===== src/rtl/spdif_pkg.sv =====
`default_nettype none
// ============================================================================
// Module   : spdif_pkg
// Purpose  : Shared types and constants for the S/PDIF transmit path
//            (sequencer and frame assembler).
// Revision : 1.0 - initial release
// ============================================================================
package spdif_pkg;

  typedef enum logic [1:0] {
    IDLE    = 2'd0,
    PREFILL = 2'd1,
    RUN     = 2'd2
  } tx_ctrl_state_t;

  localparam int FRAMES_PER_BLOCK = 192;
  localparam int SAMPLE_W         = 20;
  localparam int FRAME_IDX_W      = 8;

  // Block position advance, wrapping at the channel-status block length.
  function automatic logic [FRAME_IDX_W-1:0] next_frame_idx(input logic [FRAME_IDX_W-1:0] idx);
    return (idx == FRAME_IDX_W'(FRAMES_PER_BLOCK - 1)) ? '0 : idx + 1'b1;
  endfunction

endpackage
`default_nettype wire


===== src/rtl/spdif_tx_controller.sv =====
`default_nettype none
// ============================================================================
// Module   : spdif_tx_controller
// Purpose  : Sequences FIFO samples into the S/PDIF frame assembler, tracks
//            block position and stops on block boundaries.
//            Option macro: SPDIF_MUTE_ON_UNDERRUN_EN (mute instead of stop).
// Revision : 1.0 - initial release
// ============================================================================
module spdif_tx_controller
  import spdif_pkg::*;
#(
  parameter int CNT_W         = 10,
  parameter int PREFILL_LEVEL = 256
) (
  input  logic                   clk,
  input  logic                   rst,
  input  logic                   start,
  input  logic                   stop,
  input  logic [SAMPLE_W-1:0]    fifo_dout,
  input  logic                   fifo_empty,
  input  logic [CNT_W-1:0]       fifo_count,
  output logic                   fifo_rd_en,
  input  logic                   frame_req,
  output logic                   tx_enable,
  output logic [SAMPLE_W-1:0]    sample,
  output logic                   sample_valid,
  output logic [FRAME_IDX_W-1:0] frame_idx,
  output logic                   busy,
  output logic                   underrun
);

  tx_ctrl_state_t         r_state;
  tx_ctrl_state_t         w_next_state;
  logic                   r_req_d;
  logic                   r_stop_pending;
  logic                   r_rd_d1;
  logic                   r_rd_en;
  logic                   r_tx_enable;
  logic                   r_sample_valid;
  logic                   r_busy;
  logic                   r_underrun;
  logic [SAMPLE_W-1:0]    r_sample;
  logic [FRAME_IDX_W-1:0] r_frame_idx;

  logic                   w_req_rise;
  logic                   w_rd_en;
  logic                   w_underrun;
  logic                   w_mute;
  logic                   w_stop_pending;
  logic [FRAME_IDX_W-1:0] w_frame_idx;

  assign w_req_rise = frame_req & ~r_req_d;

  always_comb begin
    w_next_state   = r_state;
    w_rd_en        = 1'b0;
    w_underrun     = 1'b0;
    w_mute         = 1'b0;
    w_stop_pending = r_stop_pending;
    w_frame_idx    = r_frame_idx;
    case (r_state)
      IDLE: begin
        if (start && !stop) w_next_state = PREFILL;
      end
      PREFILL: begin
        if (stop)                                      w_next_state = IDLE;
        else if (fifo_count >= CNT_W'(PREFILL_LEVEL)) w_next_state = RUN;
      end
      RUN: begin
        if (stop) w_stop_pending = 1'b1;
        if (w_req_rise) begin
          // Block boundary reached with a stop queued: end without a pop.
          if (r_stop_pending && r_frame_idx == '0) begin
            w_next_state = IDLE;
          end else if (!fifo_empty) begin
            w_rd_en     = 1'b1;
            w_frame_idx = next_frame_idx(r_frame_idx);
          end else begin
            w_underrun = 1'b1;
`ifdef SPDIF_MUTE_ON_UNDERRUN_EN
            w_mute      = 1'b1;
            w_frame_idx = next_frame_idx(r_frame_idx);
`else
            w_next_state = IDLE;
`endif
          end
        end
      end
      default: w_next_state = IDLE;
    endcase
    // Entering or leaving RUN restarts the block position and stop request.
    if (w_next_state != RUN || r_state != RUN) begin
      w_frame_idx    = '0;
      w_stop_pending = 1'b0;
    end
  end

  always_ff @(posedge clk or posedge rst) begin
    if (rst) begin
      r_state        <= IDLE;
      r_req_d        <= 1'b0;
      r_stop_pending <= 1'b0;
      r_rd_en        <= 1'b0;
      r_rd_d1        <= 1'b0;
      r_tx_enable    <= 1'b0;
      r_sample_valid <= 1'b0;
      r_busy         <= 1'b0;
      r_underrun     <= 1'b0;
      r_sample       <= '0;
      r_frame_idx    <= '0;
    end else begin
      r_state        <= w_next_state;
      r_req_d        <= frame_req;
      r_stop_pending <= w_stop_pending;
      r_frame_idx    <= w_frame_idx;
      r_rd_en        <= w_rd_en;
      r_rd_d1        <= r_rd_en && (w_next_state == RUN);
      r_underrun     <= w_underrun;
      r_busy         <= (w_next_state != IDLE);
      r_tx_enable    <= (w_next_state == RUN);
      // FIFO data arrives the cycle after the pop; drop it if RUN is left.
      if (w_next_state != RUN) begin
        r_sample_valid <= 1'b0;
      end else if (w_mute) begin
        r_sample       <= '0;
        r_sample_valid <= 1'b1;
      end else if (r_rd_d1) begin
        r_sample       <= fifo_dout;
        r_sample_valid <= 1'b1;
      end
    end
  end

  assign fifo_rd_en   = r_rd_en;
  assign tx_enable    = r_tx_enable;
  assign sample       = r_sample;
  assign sample_valid = r_sample_valid;
  assign frame_idx    = r_frame_idx;
  assign busy         = r_busy;
  assign underrun     = r_underrun;

endmodule
`default_nettype wire


===== config.mk =====
export PLATFORM = sky130hd
export DESIGN_NAME = spdif_tx_controller
export DESIGN_NICKNAME = d
export VERILOG_FILES = /design/src/rtl/spdif_pkg.sv /design/src/rtl/spdif_tx_controller.sv
export SDC_FILE = /design/constraint.sdc
export NUM_CORES = 1
export LEC_CHECK = 0
export ABC_CLOCK_PERIOD_IN_PS = 2400
export BUFFER_PORTS_ARGS = -buffer_cell sky130_fd_sc_hd__buf_4
export CAP_MARGIN = 10
export CORE_ASPECT_RATIO = 1.5
export CORE_MARGIN = 3
export CORE_UTILIZATION = 48
export CTS_CLUSTER_DIAMETER = 60
export DETAILED_ROUTE_END_ITERATION = 10
export PLACE_DENSITY = 0.87
export SETUP_SLACK_MARGIN = 0.3
export SLEW_MARGIN = 20
export SYNTH_ARGS = -nofsm -noshare
export SYNTH_HDL_FRONTEND = slang
export SYNTH_SLANG_ARGS = --single-unit

===== constraint.sdc =====
create_clock -name clk -period 2.4 [get_ports clk]
set_input_delay 0.36 -clock clk [delete_from_list [all_inputs] [get_ports clk]]
set_output_delay 0.36 -clock clk [all_outputs]
set_load 0.03 [all_outputs]

==> flow_summary_export.csv <==
group,metric,value,unit
finish,post_route_cells_drive_above_1_share,0.5476,
finish,final_common_cell,"sky130_fd_sc_hd__buf_4",
timing,finalSetupViolCount,0,
worst_hold_path,hold_depth,1,
logic_synthesis,yosys_warnings,0,
placed_design,placement.io_buffers,60,
logic_synthesis,synth.largest_area_cell,"sky130_fd_sc_hd__dfrtp_1",
clock_network,worst_skew_pair.late_latency,0.29,ns
logic_synthesis,async_set_or_reset_flop_fraction_in_the_synthesized_netlist,1.000,
placed_design,placed_cells_incl_taps,236,
finish,areaGrowthSynthToFinish,39.00,%
drt,wire_per_inst,15.26,um
drt,wl,3.846,mm
power_and_ir_drop,clock_power_share,0.183,
worst_setup_path,reg2reg_to,"sample[12]$_DFFE_PP0P_",
logic_synthesis,synth_edf_count,0,
finish,mostFrequentLayoutCells,"68 x sky130_fd_sc_hd__buf_4, 36 x sky130_fd_sc_hd__dfrtp_1, 20 x sky130_fd_sc_hd__mux2_4, 11 x sky130_fd_sc_hd__nor2_1",
clock_network,clock_sinks,38,
power_and_ir_drop,share_seq_of_total_power,0.375,
global_route,grt_util_all_layers,0.1947,
power_and_ir_drop,comb_power_share,0.442,
logic_synthesis,synthesis.instances,132,
finish,nets,247,
flow_run,max-cap-violations,0,
die,ioPinCount,69,
finish,post_route_non_filler_standard_cell_count,252,
finish,diodes,0,
drt,routed-via-count,1330,
global_route,vias_in_the_first_global_route,1332,
drt,number_of_iterations_in_the_first_detailed_routing_pass,4,
timing,finalCritPeriodShare,0.8476,
logic_synthesis,yosysUniqueCellTypes,33,
die,rows,26,
power_and_ir_drop,power_density,1007,mW/mm^2
timing,finalCriticalPeriod,2.034,ns
clock_network,cts_made_buffers,5,
drt,antenna_violating_nets_post_route,0,
clock_network,ctsHtreeMaxLevel,2,
timing,totalNegativeSetupSlack,0,ns
worst_setup_path,timing.critical_path.required,2.57,ns
worst_setup_path,critical_path.max_fanout,10,
worst_setup_path,reg2reg_from,"frame_idx[0]$_DFFE_PP0P_",
worst_setup_path,worstSetupStartpoint,"frame_idx[0]$_DFFE_PP0P_",
global_route,grt_first_pass_wirelength,6.513,mm
timing,max_freq,491.6,MHz
placed_design,dpl.hpwl,2.796,mm
worst_hold_path,timing.hold.worst.start,"frame_req",
clock_network,number_of_buffers_inserted_for_hold_repair_after_clock_tree_synthesis,0,
clock_network,cts_tree,"built",
power_and_ir_drop,sw_frac_of_total,0.3693,
outcome,result_of_the_run,"complete, no violations",
logic_synthesis,syn-num-nets,170,
drt,detail_route.vias_per_cell,5.278,
worst_setup_path,reg2regPathDepth,8,
timing,rsz_0062_raised_after_global_routing,"yes",
drt,drcViolationCount,0,
global_route,pin_count_of_the_biggest_net_entering_global_routing,25,
worst_setup_path,timing.setup.critical_path_class,"reg -> reg",
clock_network,cts-root-to-sink-buffers,2,
global_route,antenna_found_initial,0,
logic_synthesis,yosysTopAreaCellShare,0.5409,
timing,hold_viol,0,
drt,first_iter_violations,42,
logic_synthesis,avgSynthCellArea,13.32,um^2
timing,fin_worst_skew,0.006590,ns
logic_synthesis,syn_area,0.001758,mm^2
worst_hold_path,hold_path_end,"r_req_d$_DFF_PP0_",
clock_network,clock_transition_at_the_register_clock_pins_on_the_worst_setup_and_hold_paths_after_cts,0.07,ns
power_and_ir_drop,p_int,1.552,mW
worst_hold_path,worst_hold_path_class,"in -> reg",
power_and_ir_drop,cellLeakagePower,1.285,nW
global_route,globalRoute.totalOverflow,0,
die,core_area,0.003448,mm^2
die,die_x,55.41,um
worst_setup_path,r2r_setup_slack,0.37,ns
timing,slack_of_the_critical_path,0.3659,ns
timing,maxSlewHeadroom,0.4179,
worst_setup_path,critPathCaptureType,"flop",
power_and_ir_drop,power_switching,908.9,uW
timing,final_max_slew_viol_count,0,
die,overall_die_area,0.004439,mm^2
placed_design,gp_congestion,0.7469,
die,effective_utilization_at_floorplan,0.5098,
logic_synthesis,yosys_register_bits,38,
logic_synthesis,synth.area.top_cells,"sky130_fd_sc_hd__dfrtp_1 54%, sky130_fd_sc_hd__mux2_4 17%, sky130_fd_sc_hd__nor2_1 2.3%",
logic_synthesis,synth_top_flop_cell,"sky130_fd_sc_hd__dfrtp_1",
logic_synthesis,synth_seq_area_share,0.5409,
placed_design,preCtsSetupSlack,0.1687,ns
timing,worstMarginPinSlew,0.8721,ns
die,die_y,80.12,um
clock_network,clockRootBuffer,"sky130_fd_sc_hd__clkbuf_8",
worst_setup_path,cp-start-kind,"flop",
worst_setup_path,worst-endpoint-arrival,2.21,ns
power_and_ir_drop,peakVddDrop,0.6619,mV
sequential cells by signal, indices dropped and copies added (netlist names):
name,count
fifo_rd_en,1
frame_idx,8
r_state,2
r_req_d,1
sample_valid,1
underrun,1
sample,20
busy,1
tx_enable,1
r_stop_pending,1
r_rd_d1,1
kinds of logic after synthesis:
kind of cell / after synthesis / synth area share
AND/OR/NAND/NOR: 44 / 0.1466
multiplexers: 21 / 0.1765
buffers and inverters: 9 / 0.03986
AO/OA/AOI/OAI: 16 / 0.07189
adder cells (fa/ha/maj): 2 / 0.01423
flip-flops: 38 / 0.5409
XOR/XNOR: 2 / 0.009966
through the flow:
stage          utilization  power (mW)  instance area [um^2]  hold slack (ns)
2_1_floorplan            -       1.608                  1760           0.3914
4_1_cts             0.7007       2.487                  2416           0.1793
5_1_grt             0.7086       2.597                  2444           0.1799
3_5_place_dp        0.6535       1.993                  2253           0.4791
6_report            0.7086       2.461                  2444           0.1921
3_3_place_gp        0.6535       1.956                  2253           0.4665
power groups by stage:
stage | combinational [mW] | clock, mW | sequential, mW
final | 1.09 | 0.449 | 0.924
after global routing | 1.15 | 0.494 | 0.955
after CTS | 1.09 | 0.467 | 0.925
after detailed placement | 1.05 | 0 | 0.939
after global placement | 1.03 | 0 | 0.922
after floorplan | 0.357 | 0 | 1.25
worst max-delay path: stages, from the launching register on:
cell and delay (ns):
sky130_fd_sc_hd__dfrtp_2 0.41, sky130_fd_sc_hd__inv_2 0.07, sky130_fd_sc_hd__ha_4 0.12, sky130_fd_sc_hd__or4b_4 0.47, sky130_fd_sc_hd__nor2_4 0.16, sky130_fd_sc_hd__o41ai_4 0.13, sky130_fd_sc_hd__nand2_4 0.11, sky130_fd_sc_hd__buf_12 0.15
sky130_fd_sc_hd__mux2_4 0.30
synth_stat cells, types with 2 or more instances:
cell type and count:
sky130_fd_sc_hd__a21oi_1 5, sky130_fd_sc_hd__buf_12 2, sky130_fd_sc_hd__dfrtp_1 38, sky130_fd_sc_hd__ha_1 2, sky130_fd_sc_hd__inv_1 6, sky130_fd_sc_hd__mux2_4 20
sky130_fd_sc_hd__nand2_1 6, sky130_fd_sc_hd__nand3_1 4, sky130_fd_sc_hd__nor2_1 11, sky130_fd_sc_hd__nor2b_1 3, sky130_fd_sc_hd__nor3_1 6, sky130_fd_sc_hd__o21ai_0 4
sky130_fd_sc_hd__or4_1 3, sky130_fd_sc_hd__or4b_4 2, sky130_fd_sc_hd__xnor2_1 2
routing by layer:
metal	global-route usage	wire length, um	up-vias
met1	0.2109	1440	652
met3	0.05466	238	7
met4	0.08759	72	0
met2	0.3495	2096	53
li1	-	-	618
met5	0	0	-
worst max-delay path by stage:
stage / depth (start not counted) / to / slack, ns
after global placement: 7 / sample[6]$_DFFE_PP0P_ / 0.19
after detailed placement: 7 / sample[4]$_DFFE_PP0P_ / 0.17
final: 8 / sample[12]$_DFFE_PP0P_ / 0.37
after CTS: 8 / sample[4]$_DFFE_PP0P_ / 0.30
after global routing: 8 / sample[9]$_DFFE_PP0P_ / 0.28
after floorplan: 8 / sample[0]$_DFFE_PP0P_ / 0.33
cell type report:
type	count	area, um^2
sequential	38	953.4
fill	262	1005
tap	42	52.55
clock inverter	2	12.51
inverter	6	22.52
clock buffer	6	82.58
timing repair buffer	71	553.0
multi-input combinational	87	767.0
what timing repair did:
action                     CTS  global route
setup buffers                5             1
cloned                       2             0
setup endpoints to repair   20            20
pin swaps                    4             3
resized for setup            1             6
(Power assumes the default switching activity.)
